## src/rtl/imm_encoder.sv

```systemverilog
// RV32I immediate encoder and instruction packer with a 2-entry output FIFO.
// Optional range checking is enabled by IMM_ENCODER_RANGE_CHECK_EN.
module imm_encoder #(
  parameter int INSTR_WIDTH = 32,
  parameter int ADDR_WIDTH  = 32,
  parameter logic [ADDR_WIDTH-1:0] ADDR_BASE = '0,
  parameter int ERR_WIDTH   = 8
) (
  input  logic                   clk,
  input  logic                   rst,
  input  logic                   start,
  input  logic                   in_valid,
  output logic                   in_ready,
  input  logic [1:0]             in_fmt,
  input  logic [INSTR_WIDTH-1:0] in_base,
  input  logic [31:0]            in_imm,
  input  logic                   in_last,
  output logic                   out_valid,
  input  logic                   out_ready,
  output logic [INSTR_WIDTH-1:0] out_word,
  output logic [ADDR_WIDTH-1:0]  out_addr,
  output logic                   err_pulse,
  output logic [ERR_WIDTH-1:0]   err_count,
  output logic                   done
);

  typedef enum logic [1:0] {
    S_IDLE, S_RUN, S_DRAIN, S_DONE
  } state_e;

  state_e state_q, state_d;

  logic [INSTR_WIDTH-1:0] wbuf_q [2];
  logic [ADDR_WIDTH-1:0]  abuf_q [2];
  logic                   rd_q, wr_q;
  logic [1:0]             cnt_q, cnt_d;
  logic [ADDR_WIDTH-1:0]  addr_q;

  logic [INSTR_WIDTH-1:0] word;
  logic imm_bad;
  logic accept, push, pop, start_ok;

  always_comb begin
    word = in_base;
    unique case (in_fmt)
      2'd0: word[31:20] = in_imm[11:0];
      2'd1: begin
        word[31:25] = in_imm[11:5];
        word[11:7]  = in_imm[4:0];
      end
      2'd2: begin
        word[31]    = in_imm[12];
        word[7]     = in_imm[11];
        word[30:25] = in_imm[10:5];
        word[11:8]  = in_imm[4:1];
      end
      default: word[31:12] = in_imm[31:12];
    endcase
  end

`ifdef IMM_ENCODER_RANGE_CHECK_EN
  // In range when all bits above the field's sign bit match it.
  always_comb begin
    imm_bad = 1'b0;
    unique case (in_fmt)
      2'd0, 2'd1:
        imm_bad = !((&in_imm[31:11]) || !(|in_imm[31:11]));
      2'd2:
        imm_bad = !((&in_imm[31:12]) || !(|in_imm[31:12]))
                  || in_imm[0];
      default:
        imm_bad = |in_imm[11:0];
    endcase
  end
`else
  assign imm_bad = 1'b0;
`endif

  assign start_ok = start &&
    (state_q == S_IDLE || state_q == S_DONE);
  assign in_ready  = (state_q == S_RUN) && (cnt_q != 2'd2);
  assign accept    = in_valid && in_ready;
  assign push      = accept && !imm_bad;
  assign out_valid = (cnt_q != 2'd0);
  assign pop       = out_valid && out_ready;
  assign cnt_d     = cnt_q + {1'b0, push} - {1'b0, pop};
  assign out_word  = out_valid ? wbuf_q[rd_q] : '0;
  assign out_addr  = out_valid ? abuf_q[rd_q] : '0;
  assign done      = (state_q == S_DONE);

  always_comb begin
    state_d = state_q;
    unique case (state_q)
      S_IDLE:  if (start) state_d = S_RUN;
      S_RUN:   if (accept && in_last) state_d = S_DRAIN;
      S_DRAIN: if (cnt_d == 2'd0) state_d = S_DONE;
      default: if (start) state_d = S_RUN;
    endcase
  end

  always_ff @(posedge clk) begin
    if (rst) begin
      state_q <= S_IDLE;
      rd_q    <= 1'b0;
      wr_q    <= 1'b0;
      cnt_q   <= 2'd0;
      addr_q  <= ADDR_BASE;
      for (int i = 0; i < 2; i++) begin
        wbuf_q[i] <= '0;
        abuf_q[i] <= '0;
      end
    end else begin
      state_q <= state_d;
      cnt_q   <= cnt_d;
      if (push) begin
        wbuf_q[wr_q] <= word;
        abuf_q[wr_q] <= addr_q;
        wr_q <= ~wr_q;
      end
      if (pop) rd_q <= ~rd_q;
      if (start_ok) addr_q <= ADDR_BASE;
      else if (push) addr_q <= addr_q + ADDR_WIDTH'(4);
    end
  end

`ifdef IMM_ENCODER_RANGE_CHECK_EN
  logic                 err_q;
  logic [ERR_WIDTH-1:0] errc_q;

  always_ff @(posedge clk) begin
    if (rst) begin
      err_q  <= 1'b0;
      errc_q <= '0;
    end else begin
      err_q <= accept && imm_bad;
      if (start_ok) errc_q <= '0;
      else if (accept && imm_bad && !(&errc_q))
        errc_q <= errc_q + 1'b1;
    end
  end

  assign err_pulse = err_q;
  assign err_count = errc_q;
`else
  assign err_pulse = 1'b0;
  assign err_count = '0;
`endif

endmodule

```

## config.mk

```make
export PLATFORM = sky130hd
export DESIGN_NAME = imm_encoder
export DESIGN_NICKNAME = d
export VERILOG_FILES = /design/src/rtl/imm_encoder.sv
export SDC_FILE = /design/constraint.sdc
export NUM_CORES = 1
export LEC_CHECK = 0
export CORE_ASPECT_RATIO = 1.4
export CORE_MARGIN = 2
export CORE_UTILIZATION = 52
export DETAILED_ROUTE_END_ITERATION = 7
export PLACE_DENSITY = 0.8
export SLEW_MARGIN = 10
export SYNTH_ARGS = -nofsm -noshare
export SYNTH_HDL_FRONTEND = slang
export SYNTH_SLANG_ARGS = --single-unit
export TNS_END_PERCENT = 1
```

## constraint.sdc

```tcl
create_clock -name clk -period 5.5 [get_ports clk]
set_input_delay 1.1 -clock clk [delete_from_list [all_inputs] [get_ports clk]]
set_output_delay 1.1 -clock clk [all_outputs]
set_load 0.01 [all_outputs]
```

== Word-level counts from Yosys, hierarchy flattened ==
Memory sizes are Yosys's and may differ from the RTL's. A register that Yosys moved wholly into a read port is not among the register bits.
Cells that the tools add are included.
Widths: inputs -> output; s select.

* $add $sub $neg: 3
* Multiply operators: 0
* Div/mod/pow operators: 0
* Magnitude comparators: 0
* Equality and inequality tests: 8
* Shift operators: 0
* Muxes and demuxes: 25
* Bitwise logic cells: 2
* Reduce and logical (&&, ||, !) cells: 18

{| class="wikitable"
|+ Operator list
! kind !! number
|-
| $mux 32 || 4
|-
| $reduce_or 32->1 || 2
|-
| $add 32x3->32 const B || 1
|-
| $pmux 5 s2 || 2
|-
| $pmux 7 s2 || 1
|-
| $mux 1 || 13
|-
| $mux 8 || 1
|-
| $eq 2x2->1 const B || 3
|-
| $logic_not 2->1 || 3
|-
| $mux 2 || 3
|-
| $reduce_or 2->1 || 3
|-
| $logic_and 1x1->1 || 5
|-
| $eq 2x1->1 const B || 2
|-
| $ne 2x2->1 const B || 2
|-
| $pmux 2 s2 || 1
|-
| $reduce_and 3->1 || 1
|-
| $reduce_bool 3->1 || 1
|-
| $reduce_or 3->1 || 1
|-
| $add 2x1->2 || 1
|-
| $ne 2x1->1 const B || 1
|-
| $not 1->1 || 2
|-
| $reduce_bool 2->1 || 1
|-
| $sub 2x1->2 || 1
|-
| $logic_or 1x1->1 || 1
|}

* Register bits: 38
* Bits in latches: 0
* RAM bits: 128
* Bits in read-only memories: 0
* Bits of input ports: 72
* Output and inout port bits: 76
* Word-level logic and storage cells: 63
* Memories kept: 2

{| class="wikitable"
|+ Memory list
! name !! depth !! width !! read ports !! clocked after Yosys merged registers in !! write ports !! line !! text
|-
| abuf_q || 2 || 32 || 1 || 1 || 2 || 34 || <nowiki>logic [ADDR_WIDTH-1:0] abuf_q [2];</nowiki>
|-
| wbuf_q || 2 || 32 || 1 || 1 || 2 || 33 || <nowiki>logic [INSTR_WIDTH-1:0] wbuf_q [2];</nowiki>
|}

== Longest topological paths before layout ==
* Word-level depth: 8
* Depth in mapped cells: 11
* Gate-level depth less buffers: 11

== Least setup slack after synthesis ==
OpenSTA, ideal clock, no wires.

* Kind: input port to flip-flop
* Start point: in in_valid
* End point: mem abuf_q[0][10] (enable)
* Library setup time: 495 ps
* Data arrival time: 4320 ps
* Required time: 5005 ps
* Setup slack: 685 ps
* Stages: 3
* Buffers on the path: 0
* Path through: and2_1 > nand2_2 > o21bai_1

{| class="wikitable"
|+ RTL lines
! what !! line !! text
|-
| start: declaration || 12 || <nowiki>input logic in_valid,</nowiki>
|-
| end: declaration || 34 ||
|}

== Final worst setup path ==
* Start point: reg cnt_q[0]
* End point: out out_addr[23]

* Longest elaborated chain between the ends: 2

{| class="wikitable"
|+ RTL lines
! what !! line !! text
|-
| start: declaration || 36 || <nowiki>logic [1:0] cnt_q, cnt_d;</nowiki>
|-
| start signal: assignment || 114 || <nowiki>cnt_q <= cnt_d;</nowiki>
|-
| $reduce_bool 2->1 || 84 || <nowiki>assign out_valid = (cnt_q != 2'd0);</nowiki>
|-
| $mux 32 || 88 || <nowiki>assign out_addr = out_valid ? abuf_q[rd_q] : '0;</nowiki>
|-
| end: declaration || 21 || <nowiki>output logic [ADDR_WIDTH-1:0] out_addr,</nowiki>
|}

No other way between the ends.

==> results.md <==
* R2R Path Start: cnt_q[0]
* Pwr per Cell Area at 393.2 nW/µm²
* Startpoint types: flip-flop
* Final hold viol count at 0
* Detailed Place HPWL at 11.19 mm
* Critical Path Slowest Stage Cell: nor2_4
* Routed WL per cell at about 18 µm
* Drc violations at 0
* Post-synth EDFFs at between 100 and 150
* Port Buffer Count at approximately 130
* Initial drt markers at 354
* Flop-to-flop setup slack at between 2 and 2.5 ns
* Setup TNS at 0 ns
* Hold Path Origin: addr_q[30]
* Critical Path RT at roughly 4.4 ns
* Multi-input combinational cell area at between 3000 and 4000 µm²
* Final Setup Violations at 0
* Core footprint at approximately 15,000 µm²
* Sequential Power Share at 0.410
* Worst min-delay path category: reg -> reg
* Critical path peak fanout at 44
* Register area at 4468 µm²
* Finished Layout Cells at between 1,000 and 1,500
* Synth Flop Type: edfxtp_1
* Peak supply drop at about 0.00020 V
* Syn Inst Count at approximately 690
* GRT Overall Usage at 0.2224
* Critical path arrival at approximately 2.6 ns
* Comb pwr share at 0.287
* Yosys synthesis warning count at 0
* Async S/R FF share, synth at 0
* Worst-Skew Late Latency at around 0.42 ns
* Placed Cells at 970
* NetSw at about 0.0012 W
* First-pass GRT wire length at roughly 27 mm
* Clk slew on worst S/H paths at 0.06 ns
* Least-Margin Pin Slew at 1.129 ns
* Hold_ws at slightly above 0.5 ns
* Ant diodes at 0
* Reg2Reg Depth at 10
* Largest stage delay, worst path at roughly 0.84 ns
* P_int at about 0.0027 W
* IO Pins at around 150
* Die area at roughly 16,000 µm²
* Tmin final at approximately 3.7 ns
* Clk network pwr share at 0.303
* Worst min-delay path endpoint: addr_q[30]
* Critical path cell sequence: nor2_4, buf_4, nor2_1, clkdlybuf4s50_1
* Post-CTS Hold Buffers at 0
* Max H-tree Level at 4
* Initial Util at 0.5317
* Count of unique library cells instantiated by Yosys at 43
* PostCTS Resize Cnt at 0
* R2r endpoint: state_q[1]
* Synth-to-Final Area Change at 25.85%
* Total setup buffers inserted after CTS at 0
* Post-route ant nets at 0
* CTS sink cnt at roughly 160
* 1st-pass router iterations at 5
* Total gr overflow at 0
* Syn Std Cell Area at a little under 8000 µm²
* Vias per inst at roughly 5.5
* Vias in the first global route at approximately 5,600
* Outcome: finished, final reports clean
* Largest net degree at the start of global routing at 63
* Fillers at between 1,000 and 1,500
* Num CTS Buffers at 17
* RSZ-0062 raised after global routing: no
* Sequential area share after synthesis at 0.5787
* Fmax at around 0.27 GHz
* CTS tree: built
* Sw frac at 0.3037
* Die width at 106.9 µm
* Setup Skew at about 0.0082 ns
* Setup CP Type: reg -> out
* Clock Path Buffers at 2
* Nets at 882
* CTS root buf: clkbuf_16
* Layout cell share with drive strength beyond 1 at 0.06150
* Num rows at 52
* Relative slew margins at 0.2471
* Die H at 148.1 µm
* Max-cap violations at 0
* Via Count at around 5,500
* Post-Syn Area per Cell at between 10 and 15 µm²
* Routability cong. at 0.7718
* PnR Total Power at ~0.0038 W
* FF+latch count, synth at between 150 and 200
* Initial antenna violation count at 0
* Fin crit share at 0.6746
* Pins Over Slew Limit at 0
* Routed wire length at ~18 mm
* Worst hold stages at 2
* Lkg Pwr at roughly 3.3 nW
* CP endpoint kind: primary output
[sequential cells by signal (all words and copies together) (netlist names), named ones only]
signal	flops
cnt_q	2
wr_q	1
addr_q	30
state_q	2
abuf_q	60
rd_q	1
wbuf_q	64
[critical path: cells and delay by family, from the launching register on]
kind,cells,cell delay (ns)
simple gates,2,0.92
flops,1,0.38
buf+inv,2,0.87
[power groups by stage]
stage,clock network (W),registers (W),logic [W]
final,0.00116,0.00156,0.00110
after global routing,0.00121,0.00158,0.00118
after CTS,0.00117,0.00157,0.00111
after detailed placement,0,0.00159,0.00110
after global placement,0,0.00158,0.00108
after floorplan,0,0.00150,0.000668
[synthesized netlist by cell type (12+ instances only)]
cell type,number,area (µm²)
nor2_1,133,499.2
edfxtp_1,124,3724
mux2i_1,81,810.8
and2_1,70,437.9
dfxtp_1,37,740.7
clkbuf_1,28,105.1
nand2_1,22,82.58
a21oi_1,15,75.07
nand2b_1,12,75.07
nor4_1,12,75.07
o31ai_1,12,90.09
[placed cells by master, fill, tap and decap left out, types with 5 or more instances in the layout]
master / count
or3_1: 6
a21oi_1: 15
clkdlybuf4s50_1: 129
nand2_1: 22
nor2b_1: 6
and2_1: 70
conb_1: 11
clkbuf_16: 17
nand2b_1: 11
a221o_1: 5
nand4_1: 6
and4_1: 5
edfxtp_1: 124
or4_1: 11
o31ai_1: 12
nor2_1: 132
buf_4: 8
mux2i_1: 81
nor4_1: 12
ha_1: 10
dfxtp_1: 36
nand3_1: 10
o21ai_0: 10
a22oi_1: 7
xnor2_1: 5
inv_1: 11
[final cells by class]
cell class                 count  area share
clock buffer                  18     0.04420
clock inverter                14     0.01598
inverter                      11    0.004253
multi-input combinational    472      0.3119
sequential                   161      0.4602
tap                          189     0.02436
timing repair buffer         137      0.1392
[metal layers]
layer / track usage / routed length, µm
met1: 0.2364 / 6739
met2: 0.4258 / 9582
met3: 0.04733 / 942
met4: 0.08052 / 342
met5: 0 / 0
[worst max path at each step]
stage / start / to / slack (ns) / cells past startpoint
after detailed placement: rst / wbuf_q[1][26] / 1.63 / 5
after global routing: cnt_q[0] / out_addr[21] / 1.63 / 4
after CTS: cnt_q[0] / out_word[3] / 1.74 / 4
after global placement: rst / wbuf_q[1][25] / 1.69 / 5
after floorplan: in_valid / abuf_q[0][10] / 0.68 / 3
final: cnt_q[0] / out_addr[23] / 1.79 / 4
[through the flow]
stage               instance area, µm²  worst slack (ns)    util
finish                            9709             1.789  0.6692
global route                      9709             1.633  0.6692
CTS                               9709             1.736  0.6692
detailed placement                9125             1.632  0.6289
global placement                  9125             1.688  0.6289
floorplan                         7752            0.6846       -
[logic make-up after synthesis]
group | count (synthesis) | share of synthesized area
AND/OR/NAND/NOR | 302 | 0.1988
adder cells (fa/ha/maj) | 10 | 0.01622
AO/OA/AOI/OAI | 58 | 0.04930
multiplexers | 82 | 0.1066
flip-flops | 161 | 0.5787
XOR/XNOR | 9 | 0.01216
other | 1 | 0.0004861
buffers and inverters | 63 | 0.03779
No activity file was read; power rests on OpenSTA's default activity.
